### src/rtl/branch_addr_bus_reader_pkg.sv
// -----------------------------------------------------------------------------
// branch_addr_bus_reader_pkg
// Shared definitions for the branch-address bus reader:
//   rd_state_e   - reader FSM state encoding (binary, 5 states)
//   CS_IDLE      - all-ones select pattern (every source floats the bus)
//   MAX_SETTLE   - largest supported settle time in Tick cycles
//   CNT_W        - width of the settle down-counter
//   settle_load  - converts a settle time into the counter load value
// -----------------------------------------------------------------------------
package branch_addr_bus_reader_pkg;

  typedef enum logic [2:0] {
    ST_IDLE    = 3'd0,
    ST_SELECT  = 3'd1,
    ST_SETTLE  = 3'd2,
    ST_CAPTURE = 3'd3,
    ST_HOLD    = 3'd4
  } rd_state_e;

  // Wide enough for the largest bank (16 sources); users slice what they need.
  localparam logic [15:0] CS_IDLE    = '1;
  localparam int          MAX_SETTLE = 15;
  localparam int          CNT_W      = 4;

  // The counter is loaded with (cycles - 1) so that it reaches zero exactly
  // when the settle window has elapsed. Out-of-range values are clamped.
  function automatic logic [CNT_W-1:0] settle_load(input int cycles);
    int c;
    c = cycles;
    if (c < 1)          c = 1;
    if (c > MAX_SETTLE) c = MAX_SETTLE;
    return CNT_W'(c - 1);
  endfunction

endpackage

### src/rtl/branch_addr_bus_reader_if.sv
// -----------------------------------------------------------------------------
// branch_addr_bus_reader_if
// Signal bundle between the bus reader, the tri-state register bank and the
// fetch/branch consumer.
//   Req/ReqSel          read request and source index
//   cs                  per-source select, active-low (1 = source floats bus)
//   Bus                 shared tri-state bus
//   DataOut/DataValid   captured value towards the consumer
//   DataReady           consumer accept
//   Busy                reader not idle
//   SelErr              request named a source that does not exist
// Modports:
//   master - the reader (drives cs and the consumer-side outputs)
//   slave  - the surrounding system (requester, register bank, consumer)
// -----------------------------------------------------------------------------
interface branch_addr_bus_reader_if #(
  parameter int NrOfBits    = 32,
  parameter int NrOfSources = 4,
  parameter int SelBits     = 2
);

  logic                   Req;
  logic [SelBits-1:0]     ReqSel;
  logic [NrOfSources-1:0] cs;
  logic [NrOfBits-1:0]    Bus;
  logic [NrOfBits-1:0]    DataOut;
  logic                   DataValid;
  logic                   DataReady;
  logic                   Busy;
  logic                   SelErr;

  modport master (
    input  Req, ReqSel, Bus, DataReady,
    output cs, DataOut, DataValid, Busy, SelErr
  );

  modport slave (
    output Req, ReqSel, Bus, DataReady,
    input  cs, DataOut, DataValid, Busy, SelErr
  );

endinterface

### src/rtl/branch_addr_bus_reader_bus_settle_counter.sv
// -----------------------------------------------------------------------------
// bus_settle_counter
// 4-bit down-counter timing the bus settle window.
//   Clock     in  system clock, rising edge
//   Reset     in  asynchronous, active-high
//   tick      in  advance enable; nothing changes on edges with tick=0
//   load      in  load load_val (has priority over dec)
//   dec       in  decrement by one, saturating at zero
//   load_val  in  value to load
//   zero      out count is zero
// -----------------------------------------------------------------------------
module bus_settle_counter
  import branch_addr_bus_reader_pkg::*;
(
  input  logic             Clock,
  input  logic             Reset,
  input  logic             tick,
  input  logic             load,
  input  logic             dec,
  input  logic [CNT_W-1:0] load_val,
  output logic             zero
);

  logic [CNT_W-1:0] cnt_q;

  // NOTE: clocked state uses non-blocking (<=) so every register samples the
  // pre-edge values of its peers, independent of process evaluation order.
  always_ff @(posedge Clock or posedge Reset) begin
    if (Reset) begin
      cnt_q <= '0;
    end else if (tick) begin
      if (load) begin
        cnt_q <= load_val;
      end else if (dec && (cnt_q != '0)) begin
        cnt_q <= cnt_q - 1'b1;
      end
    end
  end

  assign zero = (cnt_q == '0);

endmodule

### src/rtl/branch_addr_bus_reader.sv
// -----------------------------------------------------------------------------
// branch_addr_bus_reader
// Reader side of the shared tri-state branch-address register bus. Selects one
// source with an active-low cs line, waits for the bus to settle, captures the
// bus value and offers it to the fetch/branch unit over valid/ready.
//   Clock   in   system clock, rising edge
//   Reset   in   asynchronous, active-high
//   Tick    in   advance enable; state changes only on edges with Tick=1
//   rd      master modport of branch_addr_bus_reader_if:
//             Req, ReqSel, Bus, DataReady  (in)
//             cs, DataOut, DataValid, Busy, SelErr  (out, all registered)
//
// Timing (Tick edges, SettleCycles = S):
//   e1        IDLE -> SELECT, cs[idx] driven low, settle count = S-1
//   e2        SELECT -> SETTLE
//   e3..eS+1  count decrements
//   eS+2      count at zero: capture Bus, DataValid=1, cs released -> CAPTURE
//   next      CAPTURE -> HOLD; HOLD waits for DataReady, then back to IDLE
// -----------------------------------------------------------------------------
module branch_addr_bus_reader
  import branch_addr_bus_reader_pkg::*;
#(
  parameter int NrOfBits     = 32,
  parameter int NrOfSources  = 4,
  parameter int SelBits      = 2,
  parameter int SettleCycles = 1
) (
  input logic                      Clock,
  input logic                      Reset,
  input logic                      Tick,
  branch_addr_bus_reader_if.master rd
);

  localparam logic [NrOfSources-1:0] CS_ALL      = CS_IDLE[NrOfSources-1:0];
  localparam logic [CNT_W-1:0]       SETTLE_LOAD = settle_load(SettleCycles);

  // Active-low one-hot select pattern for a source index.
  function automatic logic [NrOfSources-1:0] sel_mask(input logic [SelBits-1:0] sel);
    logic [NrOfSources-1:0] m;
    for (int i = 0; i < NrOfSources; i++) begin
      m[i] = (i != int'(sel));
    end
    return m;
  endfunction

  rd_state_e              state_q, state_d;
  logic [SelBits-1:0]     idx_q, idx_d;
  logic [NrOfSources-1:0] cs_q, cs_d;
  logic [NrOfBits-1:0]    data_q, data_d;
  logic                   valid_q, valid_d;
  logic                   busy_q, busy_d;
  logic                   sel_err_q, sel_err_d;
  logic                   cnt_load, cnt_dec, cnt_zero;
  logic                   sel_ok;

  assign sel_ok = (int'(rd.ReqSel) < NrOfSources);

  bus_settle_counter u_settle (
    .Clock    (Clock),
    .Reset    (Reset),
    .tick     (Tick),
    .load     (cnt_load),
    .dec      (cnt_dec),
    .load_val (SETTLE_LOAD),
    .zero     (cnt_zero)
  );

  // State register.
  always_ff @(posedge Clock or posedge Reset) begin
    if (Reset) begin
      state_q <= ST_IDLE;
    end else if (Tick) begin
      state_q <= state_d;
    end
  end

  // Next-state and next-output logic.
  always_comb begin
    // NOTE: every signal gets a default before the case so no path leaves it
    // unassigned, which would otherwise infer a latch.
    state_d   = state_q;
    idx_d     = idx_q;
    cs_d      = cs_q;
    data_d    = data_q;
    valid_d   = valid_q;
    sel_err_d = 1'b0;
    cnt_load  = 1'b0;
    cnt_dec   = 1'b0;

    unique case (state_q)
      ST_IDLE: begin
        if (rd.Req) begin
          if (sel_ok) begin
            // cs drops on the same edge that enters SELECT; the counter is
            // loaded together with it so SETTLE starts at S-1.
            idx_d    = rd.ReqSel;
            cs_d     = sel_mask(rd.ReqSel);
            cnt_load = 1'b1;
            state_d  = ST_SELECT;
          end else begin
            sel_err_d = 1'b1;
          end
        end
      end

      ST_SELECT: begin
        cs_d    = sel_mask(idx_q);
        state_d = ST_SETTLE;
      end

      ST_SETTLE: begin
        cnt_dec = 1'b1;
        if (cnt_zero) begin
          // The only place Bus is looked at: the edge entering CAPTURE.
          // Releasing cs on this same edge gives break-before-make.
          data_d  = rd.Bus;
          valid_d = 1'b1;
          cs_d    = CS_ALL;
          state_d = ST_CAPTURE;
        end
      end

      ST_CAPTURE: begin
        state_d = ST_HOLD;
      end

      ST_HOLD: begin
        if (rd.DataReady) begin
          valid_d = 1'b0;
          state_d = ST_IDLE;
        end
      end

      default: begin
        cs_d    = CS_ALL;
        valid_d = 1'b0;
        state_d = ST_IDLE;
      end
    endcase

    busy_d = (state_d != ST_IDLE);
  end

  // Output and datapath registers; Reset releases cs straight from the flop.
  always_ff @(posedge Clock or posedge Reset) begin
    if (Reset) begin
      idx_q     <= '0;
      cs_q      <= CS_ALL;
      data_q    <= '0;
      valid_q   <= 1'b0;
      busy_q    <= 1'b0;
      sel_err_q <= 1'b0;
    end else if (Tick) begin
      idx_q     <= idx_d;
      cs_q      <= cs_d;
      data_q    <= data_d;
      valid_q   <= valid_d;
      busy_q    <= busy_d;
      sel_err_q <= sel_err_d;
    end
  end

  assign rd.cs        = cs_q;
  assign rd.DataOut   = data_q;
  assign rd.DataValid = valid_q;
  assign rd.Busy      = busy_q;
  assign rd.SelErr    = sel_err_q;

endmodule
### src/flat_wrapper.sv
// flat-port wrapper written by rule: the top's interface ports become plain ports
module branch_addr_bus_reader_flat import branch_addr_bus_reader_pkg::*;
#(
  parameter int NrOfBits     = 32,
  parameter int NrOfSources  = 4,
  parameter int SelBits      = 2,
  parameter int SettleCycles = 1
)
  (Clock, Reset, Tick, rd_Req, rd_ReqSel, rd_Bus, rd_DataReady, rd_cs, rd_DataOut, rd_DataValid, rd_Busy, rd_SelErr);
  branch_addr_bus_reader_if #(.NrOfBits(NrOfBits), .NrOfSources(NrOfSources), .SelBits(SelBits)) rd_i ();
  input logic Clock;
  input logic Reset;
  input logic Tick;
  input wire logic [$bits(rd_i.Req)-1:0] rd_Req;
  input wire logic [$bits(rd_i.ReqSel)-1:0] rd_ReqSel;
  input wire logic [$bits(rd_i.Bus)-1:0] rd_Bus;
  input wire logic [$bits(rd_i.DataReady)-1:0] rd_DataReady;
  output wire logic [$bits(rd_i.cs)-1:0] rd_cs;
  output wire logic [$bits(rd_i.DataOut)-1:0] rd_DataOut;
  output wire logic [$bits(rd_i.DataValid)-1:0] rd_DataValid;
  output wire logic [$bits(rd_i.Busy)-1:0] rd_Busy;
  output wire logic [$bits(rd_i.SelErr)-1:0] rd_SelErr;
  assign rd_i.Req = rd_Req;
  assign rd_i.ReqSel = rd_ReqSel;
  assign rd_i.Bus = rd_Bus;
  assign rd_i.DataReady = rd_DataReady;
  assign rd_cs = rd_i.cs;
  assign rd_DataOut = rd_i.DataOut;
  assign rd_DataValid = rd_i.DataValid;
  assign rd_Busy = rd_i.Busy;
  assign rd_SelErr = rd_i.SelErr;
  branch_addr_bus_reader #(.NrOfBits(NrOfBits), .NrOfSources(NrOfSources), .SelBits(SelBits), .SettleCycles(SettleCycles)) u_core (.Clock(Clock), .Reset(Reset), .Tick(Tick), .rd(rd_i));
endmodule
### config.mk
export PLATFORM = sky130hd
export DESIGN_NAME = branch_addr_bus_reader_flat
export DESIGN_NICKNAME = d
export VERILOG_FILES = /design/src/rtl/branch_addr_bus_reader_pkg.sv /design/src/rtl/branch_addr_bus_reader_if.sv /design/src/rtl/branch_addr_bus_reader_bus_settle_counter.sv /design/src/rtl/branch_addr_bus_reader.sv /design/src/flat_wrapper.sv
export SDC_FILE = /design/constraint.sdc
export NUM_CORES = 1
export LEC_CHECK = 0
export CORE_ASPECT_RATIO = 0.75
export CORE_MARGIN = 5
export CORE_UTILIZATION = 39
export CTS_CLUSTER_DIAMETER = 120
export CTS_CLUSTER_SIZE = 20
export DETAILED_ROUTE_END_ITERATION = 12
export PLACE_DENSITY = 0.77
export REMOVE_ABC_BUFFERS = 1
export SLEW_MARGIN = 10
export SYNTH_ARGS = -nofsm -noshare
export SYNTH_HDL_FRONTEND = slang
export SYNTH_SLANG_ARGS = --single-unit
### constraint.sdc
create_clock -name Clock -period 2.6 [get_ports Clock]
set_input_delay 0.39 -clock Clock [delete_from_list [all_inputs] [get_ports Clock]]
set_output_delay 0.39 -clock Clock [all_outputs]
set_load 0.01 [all_outputs]
==> run summary <==
Synth unique cells = 47
Cts hold-fix bufs = 0
Post-synthesis adder-cell area fraction = 0.592%
Worst EP required = 2780 ps
Routed WL = 4.57 mm
Placed cells = 300
Vias per std cell = 4.83
CP Launch Type = flop
Reg2reg start = u_core.u_settle.cnt_q[0]
Post-synth top area cell = dfrtp_1
Port Buffers = 76
Setup_tns = 0 ps
Synth Area in XOR/XNOR = 0%
Routed Antenna Nets = 0
Number of setup violations in the final report = 0
HP Class = in2async
Global-route wire length before repair = 7.62 mm
Finished Layout Cells = 308
Num CTS Buffers = 5
Drc violations = 0
Clk slew on worst S/H paths = 90 ps
Fin nets = 272
All-Layer GR Usage = 14.1%
Number of setup buffers added after CTS = 0
Post-Synth Simple-Gate Area = 10.8%
Initial DRC count = 42
Hold Fails Final Rpt = 0
DP Worst Slack = 454 ps
Synth-to-layout area growth = 43.6%
Clk sink count = 47
Cells after Synth = 154
Die X = 95.0 um
Post-synthesis register bit count = 47
Worst hold slack = 426 ps
Sequential area share after synthesis = 55.9%
WL per Instance = 14.8 um
Num rows = 23
Most used DFF post-synth = dfrtp_1
Largest net degree at the start of global routing = 35
Clk_lat worst skew = 290 ps
Core Area = 0.00530 mm^2
FMAX = 532 MHz
CTS tree = yes
Commonest cells after routing, fill and taps aside = clkdlybuf4s50_1, dfrtp_1, mux2_1
Post-synthesis compound-gate area fraction = 7.69%
Asr flop ratio synth = 100%
Power Density = 1100 mW/mm^2
ANT cells = 0
Status = finished clean
Finished Core Util = 57.3%
CP Class = reg2reg
H-Tree Depth = 2
Final Max Tran Viols = 0
Die area = 0.00701 mm^2
Main combinational cell family by area after synthesis = multiplexers
Synth top area share = 50.9%
Worst reg2reg endpoint = u_core.rd.DataOut[15]
Vias in the first global route = 1599
Critical path arrival = 2060 ps
Layout cells sized above 1 = 10.7%
Pre-antenna DRT Iters = 2
DPL Wire Length = 3.42 mm
Worst setup skew after layout = 5.98 ps
Netlist Area Pre-Place = 0.00211 mm^2
Final Cycle Share = 72.3%
Die Y-Extent = 73.8 um
CTS root buffer = clkbuf_8
Via count = 1487
Yosys warns = 0
Syn_area_per_cell = 13.7 um^2
Number of synthesized flops with an enable pin = 0
I/O pins = 78
Min Tclk post-route = 1880 ps
Total of max-cap violations = 0
Gr ovfl total = 0
CTS resizes = 0
Gpl congestion = 0.706
Most common cell after layout, fill and taps aside = clkdlybuf4s50_1
Final worst slack = 720 ps
CP Capture Type = flop
Mux cell area share after synthesis = 20.2%
Initial antenna violation count = 0
CTS max path bufs = 2
RSZ-0062 raised after global routing = false
Synth top area cells = dfrtp_1, mux2_1, dfstp_2, buf_6, mux2_2
R2R cell count = 5
Crit path max fanout = 34
Leakage = 0.00128 uW
FF-to-FF setup slack = 720 ps
Initial core utilization = 39.9%
Max VDD drop = 540 uV
worst max-delay path: stages, from the launching register on:
cell,delay [ps]
dfrtp_1,400
inv_1,80
ha_1,240
nor3b_2,300
nand2_4,310
mux2_1,420
how the worst max path moves through the flow:
stage / endpoint / cells past startpoint / from / slack [ps]
CTS: u_core.rd.DataOut[15] / 5 / u_core.u_settle.cnt_q[0] / 690
detailed placement: u_core.rd.DataOut[15] / 4 / Tick / 450
global placement: u_core.rd.DataOut[16] / 4 / Tick / 490
finish: u_core.rd.DataOut[15] / 5 / u_core.u_settle.cnt_q[0] / 720
global route: u_core.rd.DataOut[15] / 5 / u_core.u_settle.cnt_q[0] / 570
floorplan: u_core.rd.DataOut[0] / 3 / u_core.state_q[0] / 950
report_power, final:
| group | internal, uW | total (uW) | switching [uW] |
|---|---|---|---|
| combinational | 898 | 1490 | 589 |
| sequential | 1090 | 1300 | 213 |
| clock | 311 | 550 | 239 |
| total | 2300 | 3340 | 1040 |
layer usage:
layer	vias up	global-route usage [%]	part of all wire (%)
li1	704	-	-
met1	728	17.7	45
met2	48	22.6	47
met3	7	5.12	7.1
met4	0	4.96	0.96
met5	-	0	0
metrics by stage:
stage / total power, uW / cell area [um^2]
after floorplan: 2000 / 2030
after global placement: 2790 / 2920
after detailed placement: 2830 / 2920
after CTS: 3410 / 3040
after global routing: 3580 / 3040
final: 3340 / 3040
final cells by class:
type | count | area (um^2)
clock buffer | 6 | 82.6
inverter | 5 | 18.8
fill | 485 | 2260
timing repair buffer | 80 | 791
sequential | 47 | 1180
clock inverter | 2 | 35.0
multi-input combinational | 93 | 835
tap | 75 | 93.8
synth_stat cells, types with 3 or more instances:
master and number:
buf_6 5, dfrtp_1 43, dfstp_2 4, inv_1 5, mux2_1 35, nand2_1 5
nand3_1 3, nor2_1 4
cells by family after synthesis:
family | Yosys count
buffers and inverters | 14
AO/OA/AOI/OAI | 20
multiplexers | 38
flip-flops | 47
adder cells (fa/ha/maj) | 1
other | 1
AND/OR/NAND/NOR | 33
state kept, by name, indices dropped and copies added (netlist names):
| register | flops |
|---|---|
| u_core.rd.Busy | 1 |
| u_core.rd.DataOut | 32 |
| u_core.rd.DataValid | 1 |
| u_core.state_q | 3 |
| u_core.rd.cs | 4 |
| u_core.u_settle.cnt_q | 4 |
| u_core.idx_q | 2 |
No activity file was read; power rests on OpenSTA's default activity.
==> variant, RTL diff (config.mk and constraints unchanged) <==
`NrOfBits` is set to 32 in 3 places; all go to 64.
--- a/src/rtl/branch_addr_bus_reader_if.sv
+++ b/src/rtl/branch_addr_bus_reader_if.sv
@@ -16,3 +16,3 @@
 interface branch_addr_bus_reader_if #(
-  parameter int NrOfBits    = 32,
+  parameter int NrOfBits    = 64,
   parameter int NrOfSources = 4,
--- a/src/rtl/branch_addr_bus_reader.sv
+++ b/src/rtl/branch_addr_bus_reader.sv
@@ -22,3 +22,3 @@
 #(
-  parameter int NrOfBits     = 32,
+  parameter int NrOfBits     = 64,
   parameter int NrOfSources  = 4,
--- a/src/flat_wrapper.sv
+++ b/src/flat_wrapper.sv
@@ -3,3 +3,3 @@
 #(
-  parameter int NrOfBits     = 32,
+  parameter int NrOfBits     = 64,
   parameter int NrOfSources  = 4,
Interface: changed (resized rd_Bus and rd_DataOut); port bits go from 78 to 142. The function was not compared with the original's and may differ.
==> variant against the original RTL <==
- setup slack lost 0.30 ns
- clock skew about the same
- synthesized area rose by 62%
- sequential cell count up 32
- non-clock buffer count grew 63
- power up 88%
- final area grew 72%
- maximum frequency shrank 14%
- first-iteration DRC count increased to 3.7 times the old value
- wire length up 74%
- largest cell class unchanged
- largest power group unchanged
==> variant: results (changes against the original RTL) <==
* DRT met1 WL at 3.52 mm (was 2.06 mm)
* Largest register FFs at 64 (was 32)
* Status: finished, final reports clean (unchanged)
* CP max FO at 51 (was 34)
* Dpl ws at 0.446 ns (was 0.454 ns)
* Avg Cell Area, Syn at 15.6 um2 (was 13.7 um2)
* Clock Skew at 0.00558 ns (was 0.00598 ns)
* Min Hold Slack at 0.446 ns (was 0.426 ns)
* Routed wire length per instance at 16.8 um (was 14.8 um)
* Sw frac at 29.0% (was 31.1%)
* Met1 Use GR at 18.8% (was 17.7%)
* Leak at 2.34 nW (was 1.28 nW)
* Iter 0 DRT Violations at 157 (was 42)
* P_comb at 2.81 mW (was 1.49 mW)
* Seq/Total Area, Yosys at 57.8% (was 55.9%)
* Worst-case vdd ir drop at 687 uV (was 540 uV)
* Layout cells sized above 1 at 27.0% (was 10.7%)
* Largest net degree at the start of global routing at 80 (was 35)
* Pre-Repair DR Iteration Count at 4 (was 2)
* Multi-input logic area at 1340 um2 (was 835 um2)
* Total power at 6.28 mW (was 3.34 mW)
* Met2 wire len at 3.38 mm (was 2.13 mm)
* Clk. pwr at 1.25 mW (was 0.550 mW)
* Flop2flop setup slack at 0.42 ns (was 0.72 ns)
* Nets@finish at 434 (was 272)
* Placed instance area at 4930 um2 (was 2920 um2)
==> variant: cell type report <==
| class | instances | area share, % |
|---|---|---|
| sequential | 79 | 37.9 |
| timing repair buffer | 143 | 27.7 |
| multi-input combinational | 123 | 25.6 |
| clock buffer | 11 | 4.64 |
| tap | 108 | 2.59 |
| clock inverter | 5 | 1.10 |
| inverter | 6 | 0.455 |
==> variant: worst max-delay path, cell delays in order, from the launching register on <==
cell,delay [ns]
dfrtp_1,0.41
inv_1,0.07
ha_1,0.17
or3b_4,0.42
nor4b_4,0.30
nand2_4,0.09
buf_12,0.22
mux2_4,0.34
==> variant: kinds of logic (layout without fill, tap and decap cells) <==
kind of cell	count (synthesis)	count (layout)	synth area share [%]
flops	79	79	57.8
other cells	1	1	0.109
buf+inv	18	165	3.47
simple gates	30	30	5.25
fa+ha+maj	1	1	0.365
xor+xnor	2	2	0.511
mux	75	75	29.9
compound gates	14	14	2.63
